## src/rtl/xif_mem_pkg.sv

```systemverilog
// Shared types for the X-interface memory responder: request/response records,
// id FIFO entry and access-size encoding.
package xif_mem_pkg;

    // Storage width for instruction ids; the responder zero-extends its ID_WIDTH ids into it.
    localparam int unsigned ID_MAX_W = 16;

    localparam logic [1:0] SIZE_BYTE = 2'd0;
    localparam logic [1:0] SIZE_HALF = 2'd1;
    localparam logic [1:0] SIZE_WORD = 2'd2;

    typedef struct packed {
        logic [31:0]         addr;
        logic                we;
        logic [1:0]          size;
        logic [3:0]          be;
        logic [31:0]         wdata;
        logic [ID_MAX_W-1:0] id;
    } mem_req_t;

    typedef struct packed {
        logic [ID_MAX_W-1:0] id;
        logic [31:0]         rdata;
        logic                err;
    } mem_resp_t;

    typedef struct packed {
        logic [ID_MAX_W-1:0] id;
        logic                we;
    } id_fifo_entry_t;

    function automatic logic is_misaligned(input logic [1:0] size, input logic [1:0] addr_lo);
        return ((size == SIZE_HALF) && addr_lo[0]) || ((size == SIZE_WORD) && (addr_lo != 2'b00));
    endfunction

endpackage

```

## src/rtl/xif_mem_id_fifo.sv

```systemverilog
// In-order FIFO of {id, we} for granted OBI transactions awaiting their response.
// Latency: head visible the cycle after push; push+pop allowed in one cycle, even when full.
// Backpressure: push dropped when full without a pop, pop ignored when empty.
module xif_mem_id_fifo
    import xif_mem_pkg::*;
#(
    parameter int unsigned DEPTH = 2
) (
    input  logic           clk_i,
    input  logic           rst_ni,
    input  logic           push_i,
    input  id_fifo_entry_t push_dat_i,
    input  logic           pop_i,
    output id_fifo_entry_t head_dat_o,
    output logic           full_o,
    output logic           empty_o
);

    localparam int unsigned PTR_W = (DEPTH > 1) ? $clog2(DEPTH) : 1;
    localparam int unsigned CNT_W = $clog2(DEPTH + 1);

    id_fifo_entry_t   mem_q [DEPTH];
    id_fifo_entry_t   mem_d [DEPTH];
    logic [PTR_W-1:0] wr_ptr_q, wr_ptr_d;
    logic [PTR_W-1:0] rd_ptr_q, rd_ptr_d;
    logic [CNT_W-1:0] cnt_q, cnt_d;
    logic             do_push, do_pop;

    function automatic logic [PTR_W-1:0] next_ptr(input logic [PTR_W-1:0] p);
        return (p == PTR_W'(DEPTH - 1)) ? '0 : p + 1'b1;
    endfunction

    assign full_o     = (cnt_q == CNT_W'(DEPTH));
    assign empty_o    = (cnt_q == '0);
    assign head_dat_o = mem_q[rd_ptr_q];

    always_comb begin
        do_pop   = pop_i & ~empty_o;
        do_push  = push_i & (~full_o | do_pop);
        mem_d    = mem_q;
        wr_ptr_d = wr_ptr_q;
        rd_ptr_d = rd_ptr_q;
        cnt_d    = cnt_q;
        if (do_push) begin
            mem_d[wr_ptr_q] = push_dat_i;
            wr_ptr_d        = next_ptr(wr_ptr_q);
        end
        if (do_pop) begin
            rd_ptr_d = next_ptr(rd_ptr_q);
        end
        if (do_push && !do_pop) begin
            cnt_d = cnt_q + 1'b1;
        end else if (do_pop && !do_push) begin
            cnt_d = cnt_q - 1'b1;
        end
    end

    always_ff @(posedge clk_i) begin
        if (!rst_ni) begin
            for (int i = 0; i < int'(DEPTH); i++) begin
                mem_q[i] <= '0;
            end
            wr_ptr_q <= '0;
            rd_ptr_q <= '0;
            cnt_q    <= '0;
        end else begin
            mem_q    <= mem_d;
            wr_ptr_q <= wr_ptr_d;
            rd_ptr_q <= rd_ptr_d;
            cnt_q    <= cnt_d;
        end
    end

endmodule

```

## src/rtl/xif_mem_responder.sv

```systemverilog
// Bridges CV-X-IF mem requests onto an OBI data master and returns in-order tagged results.
// Latency: handshake -> OBI req next cycle, result one cycle after rvalid; ready stalls at MAX_OUTSTANDING.
// XIF_MEM_ALIGN_CHECK_EN: misaligned requests are answered locally with err=1 instead of reaching OBI.
module xif_mem_responder
    import xif_mem_pkg::*;
#(
    parameter int unsigned MAX_OUTSTANDING = 2,
    parameter int unsigned ID_WIDTH        = 4
) (
    input  logic                clk_i,
    input  logic                rst_ni,
    input  logic                x_mem_valid_i,
    output logic                x_mem_ready_o,
    input  logic [31:0]         x_mem_req_addr_i,
    input  logic                x_mem_req_we_i,
    input  logic [1:0]          x_mem_req_size_i,
    input  logic [3:0]          x_mem_req_be_i,
    input  logic [31:0]         x_mem_req_wdata_i,
    input  logic [ID_WIDTH-1:0] x_mem_req_id_i,
    input  logic                x_mem_req_spec_i,
    input  logic                x_mem_req_last_i,
    output logic                x_mem_result_valid_o,
    output logic [ID_WIDTH-1:0] x_mem_result_id_o,
    output logic [31:0]         x_mem_result_rdata_o,
    output logic                x_mem_result_err_o,
    output logic                data_req_o,
    output logic                data_we_o,
    output logic [31:0]         data_addr_o,
    output logic [31:0]         data_wdata_o,
    output logic [3:0]          data_be_o,
    input  logic                data_gnt_i,
    input  logic                data_rvalid_i,
    input  logic                data_err_i,
    input  logic [31:0]         data_rdata_i,
    output logic                lsu_busy_o
);

    localparam int unsigned CNT_W = 3;

    logic             pending_q, pending_d;
    mem_req_t         req_q, req_d;
    logic [CNT_W-1:0] cnt_q, cnt_d;
    logic             resp_vld_q, resp_vld_d;
    mem_resp_t        resp_q, resp_d;

    logic             hs, misaligned, gnt_push, rsp_pop;
    logic             fifo_full, fifo_empty;
    id_fifo_entry_t   fifo_head, fifo_in;
    logic             unused_ok;

`ifdef XIF_MEM_ALIGN_CHECK_EN
    assign misaligned = is_misaligned(x_mem_req_size_i, x_mem_req_addr_i[1:0]);
`else
    assign misaligned = 1'b0;
`endif

    // A misaligned request may only be answered once the bus is drained, otherwise it would overtake.
    assign x_mem_ready_o = ~pending_q & (cnt_q < CNT_W'(MAX_OUTSTANDING))
                         & (~misaligned | (cnt_q == '0));
    assign hs       = x_mem_valid_i & x_mem_ready_o;
    assign gnt_push = pending_q & data_gnt_i;
    assign rsp_pop  = data_rvalid_i & ~fifo_empty;
    assign fifo_in  = '{id: req_q.id, we: req_q.we};

    xif_mem_id_fifo #(
        .DEPTH (MAX_OUTSTANDING)
    ) u_id_fifo (
        .clk_i      (clk_i),
        .rst_ni     (rst_ni),
        .push_i     (gnt_push),
        .push_dat_i (fifo_in),
        .pop_i      (rsp_pop),
        .head_dat_o (fifo_head),
        .full_o     (fifo_full),
        .empty_o    (fifo_empty)
    );

    always_comb begin
        pending_d  = pending_q;
        req_d      = req_q;
        cnt_d      = cnt_q;
        resp_vld_d = 1'b0;
        resp_d     = '0;

        if (gnt_push) begin
            pending_d = 1'b0;
        end
        if (hs && !misaligned) begin
            pending_d   = 1'b1;
            req_d.addr  = x_mem_req_addr_i;
            req_d.we    = x_mem_req_we_i;
            req_d.size  = x_mem_req_size_i;
            req_d.be    = x_mem_req_be_i;
            req_d.wdata = x_mem_req_wdata_i;
            req_d.id    = ID_MAX_W'(x_mem_req_id_i);
        end

        case ({gnt_push, rsp_pop})
            2'b10:   cnt_d = cnt_q + 1'b1;
            2'b01:   cnt_d = cnt_q - 1'b1;
            default: cnt_d = cnt_q;
        endcase

        if (rsp_pop) begin
            resp_vld_d   = 1'b1;
            resp_d.id    = fifo_head.id;
            resp_d.rdata = fifo_head.we ? 32'h0 : data_rdata_i;
            resp_d.err   = data_err_i;
        end else if (hs && misaligned) begin
            resp_vld_d   = 1'b1;
            resp_d.id    = ID_MAX_W'(x_mem_req_id_i);
            resp_d.err   = 1'b1;
        end
    end

    always_ff @(posedge clk_i) begin
        if (!rst_ni) begin
            pending_q  <= 1'b0;
            req_q      <= '0;
            cnt_q      <= '0;
            resp_vld_q <= 1'b0;
            resp_q     <= '0;
        end else begin
            pending_q  <= pending_d;
            req_q      <= req_d;
            cnt_q      <= cnt_d;
            resp_vld_q <= resp_vld_d;
            resp_q     <= resp_d;
        end
    end

    assign data_req_o           = pending_q;
    assign data_we_o            = req_q.we;
    assign data_addr_o          = req_q.addr;
    assign data_wdata_o         = req_q.wdata;
    assign data_be_o            = req_q.be;
    assign x_mem_result_valid_o = resp_vld_q;
    assign x_mem_result_id_o    = resp_q.id[ID_WIDTH-1:0];
    assign x_mem_result_rdata_o = resp_q.rdata;
    assign x_mem_result_err_o   = resp_q.err;
    assign lsu_busy_o           = pending_q | (cnt_q != '0) | resp_vld_q;

    // Speculation/last hints are meaningless for a single non-speculative access.
    assign unused_ok = ^{x_mem_req_spec_i, x_mem_req_last_i, req_q.size, resp_q.id, fifo_full};

endmodule

```

## config.mk

```make
export PLATFORM = sky130hd
export DESIGN_NAME = xif_mem_responder
export DESIGN_NICKNAME = d
export VERILOG_FILES = /design/src/rtl/xif_mem_pkg.sv /design/src/rtl/xif_mem_id_fifo.sv /design/src/rtl/xif_mem_responder.sv
export SDC_FILE = /design/constraint.sdc
export NUM_CORES = 1
export LEC_CHECK = 0
export CELL_PAD_IN_SITES_DETAIL_PLACEMENT = 1
export CELL_PAD_IN_SITES_GLOBAL_PLACEMENT = 2
export CORE_UTILIZATION = 34
export DETAILED_ROUTE_END_ITERATION = 12
export DONT_BUFFER_PORTS = 1
export PLACE_DENSITY_LB_ADDON = 0.1
export SYNTH_ARGS = -nofsm -noshare
export SYNTH_HDL_FRONTEND = slang
export SYNTH_SLANG_ARGS = --single-unit
```

## constraint.sdc

```tcl
create_clock -name clk_i -period 2.2 [get_ports clk_i]
set_input_delay 0.55 -clock clk_i [delete_from_list [all_inputs] [get_ports clk_i]]
set_output_delay 0.55 -clock clk_i [all_outputs]
set_load 0.01 [all_outputs]
```

==> impl_metrics.csv <==
group,metric,value,unit
setup_path,worstPathArrival,2350,ps
final_layout,filler_cell_count,1472,
yosys,synth_most_common_cell,"dfxtp_1",
power_and_ir_drop,power_frac_comb,0.117,
power_and_ir_drop,pwr_density_cell,1234,nW/um^2
drt,vias,3232,
place,dp_slack,135.1,ps
sta,setup_tns,0,ps
setup_path,startpoint_type,"flip-flop",
clocking,clk_pin_slew,50,ps
sta,skew,5.542,ps
place,place_inst,625,
sta,holdWs,264.8,ps
drt,drt_first_pass_iters,4,
place,dpl.hpwl,6974,um
min_path,hp-class,"primary input to flip-flop",
drt,routed_via_density,4.934,
run_status,status,"finished, final reports clean",
yosys,ys_async_sr_fraction,0,
sta,grt_setup_unrepaired,"false",
final_layout,synthToLayoutAreaGrowth,11.67,%
floorplan,fp.dieH,117.8,um
yosys,synthTopCellsByArea,"dfxtp_1, nand3_1, o21ai_0",
setup_path,critPathCaptureType,"flip-flop",
drt,routedWlPerCell,16.16,um
floorplan,fp.dieW,117.8,um
sta,finalMaxSlewViolations,0,
place,portBuffers,0,
final_layout,final_cells,655,
run,cap_violations,0,
clocking,hold_buffers,0,
yosys,yosysSeqAreaShare,0.5669,
drt,wl,10590,um
yosys,synth_common_cells,"dfxtp_1, nand2_1, nand3_1, o21ai_0, and2_1",
yosys,synth_area,4556,um^2
floorplan,rows,41,
yosys,synth_top_area_cell,"dfxtp_1",
drt,drt-initial-drc-count,201,
clocking,postCtsSetupRepairBufs,0,
global_routing,grt_max_degree,167,
floorplan,core_area,12820,um^2
power_and_ir_drop,p_sw,0.001762,W
yosys,synth_cell_types,30,
drt,postRouteAntennaNets,0,
yosys,ys_ff_latch,129,
final_layout,n_antenna_cell,0,
sta,max_freq,494.0,MHz
setup_path,critPathMaxFanout,5,
sta,hold_viol_final,0,
drt,drc,0,
floorplan,start_util,0.3552,
global_routing,grt_usage,0.1549,
power_and_ir_drop,p_int,0.004517,W
clocking,clock-sinks,129,
clocking,cts_buffer_depth,2,
yosys,ys_warn_count,0,
clocking,post_cts_resized,0,
global_routing,grt_overflow_total,0,
clocking,clk_latency,400,ps
clocking,tritoncts,"done",
power_and_ir_drop,p_sw_frac,0.2806,
final_layout,nNetsFinal,590,
floorplan,io_pins,225,
global_routing,first_global_vias,3231,
yosys,synth_edf_count,0,
setup_path,critical_path_required,2530,ps
power_and_ir_drop,vdd_drop_max,480.2,uV
sta,setup_viol,0,
final_layout,drive_gt1_frac,0.06832,
setup_path,critical_path_class,"flip-flop to flip-flop",
yosys,synthesis.nets,608,
sta,max_slew_margin,0.6384,
yosys,synth_cells,490,
clocking,cts_inserted_buffers,17,
sta,fin_crit,2024,ps
sta,fin_crit_sh,0.9202,
final_layout,utilization,0.3967,
global_routing,antenna_found_initial,0,
yosys,synth_top_area_frac,0.5669,
floorplan,dieArea,13870,um^2
power_and_ir_drop,clock_power_share,0.399,
power_and_ir_drop,seqPwrFrac,0.484,
power_and_ir_drop,p_leak,1.854,nW
clocking,cts-root-buf,"clkbuf_16",
yosys,syn_avg_cell_area,9.297,um^2
sta,setup_ws,175.6,ps
sta,worst_slew_pin_slew,542.4,ps
yosys,synthFlopType,"dfxtp_1",
global_routing,grt_pass1_wl,16880,um
clocking,h-tree-depth,4,
place,gp_congestion,0.7228,
==> through the flow <==
step	cell area [um^2]	total power, W
floorplan	4556	0.003758
global placement	4567	0.003809
detailed placement	4567	0.003853
CTS	5087	0.006398
global route	5087	0.006616
finish	5087	0.006279
==> path summary, 6_finish.rpt <==
path	end	depth (start not counted)	slack [ps]	start
worst max-delay path	cnt_q[2]	7	180	u_id_fifo.cnt_q[0]
worst min-delay path	x_mem_result_rdata_o[3]	1	260	data_rdata_i[3]
worst max register to register	cnt_q[2]	7	180	u_id_fifo.cnt_q[0]
worst min register to register	u_id_fifo.mem_q[21]	2	460	u_id_fifo.mem_q[21]
==> area by class of cell <==
class	instances	area (um^2)	area share
Multi-Input combinational cell	317	1723	0.3387
Clock buffer	23	457.9	0.09001
Sequential cell	129	2582	0.5076
Tap cell	172	215.2	0.04230
Timing Repair Buffer	2	27.53	0.005411
Clock inverter	7	62.56	0.01230
Inverter	5	18.77	0.003689
==> flip-flops by register name (all words and copies together) (netlist names), 2 cells and up <==
name	count
x_mem_result_id_o	4
fifo_in	4
x_mem_result_rdata_o	32
cnt_q	3
data_addr_o	32
u_id_fifo.cnt_q	2
data_wdata_o	32
data_be_o	4
u_id_fifo.mem_q	10
==> cell usage in the layout, fill, tap and decap left out, types with 2 or more instances in the layout <==
master	netlist	layout
dfxtp_1	129	129
nand2_1	85	85
nand3_1	73	73
o21ai_0	73	73
and2_1	36	36
clkbuf_16	0	17
mux2i_1	14	14
nor2_1	6	6
inv_1	5	5
clkbuf_1	13	5
clkinv_2	0	5
o21ai_1	4	4
xnor2_1	3	3
or3_1	3	3
o21a_1	2	2
nor3b_2	2	2
nor2b_1	2	2
xor2_1	2	2
a21boi_0	2	2
ha_1	2	2
==> critical path, cell delays in order (launching register included) <==
cell and delay [ps]:
dfxtp_1 470, o21a_1 210, ha_1 200, inv_1 60, fa_1 370, xor2_1 160, or3_1 310, a21boi_0 160
==> power groups by stage <==
stage | registers [W] | logic [W] | clock network [W]
6_report | 0.00304 | 0.000738 | 0.00250
5_1_grt | 0.00308 | 0.000861 | 0.00268
4_1_cts | 0.00305 | 0.000758 | 0.00259
3_5_place_dp | 0.00310 | 0.000758 | 0
3_3_place_gp | 0.00309 | 0.000717 | 0
2_1_floorplan | 0.00299 | 0.000765 | 0
==> routing by layer <==
| metal | GRT usage | vias to the layer above | share of wire |
|---|---|---|---|
| li1 | - | 1597 | - |
| met3 | 0.08430 | 13 | 0.12 |
| met5 | 0 | - | 0 |
| met1 | 0.1619 | 1469 | 0.39 |
| met2 | 0.2522 | 153 | 0.47 |
| met4 | 0.07452 | 0 | 0.014 |
==> kinds of logic (layout without fill, tap and decap cells) <==
family,after synthesis,in the layout,synth area share
DFF,129,129,0.5669
xor gates and xnor gates,5,5,0.009614
and+or+nand+nor,211,211,0.2260
adders and majority gates,3,3,0.009887
AOI/OAI and AO/OA,84,84,0.1019
buffers and inverters,44,37,0.05493
muxes,14,14,0.03076
Power figures use the tool's default switching activity.
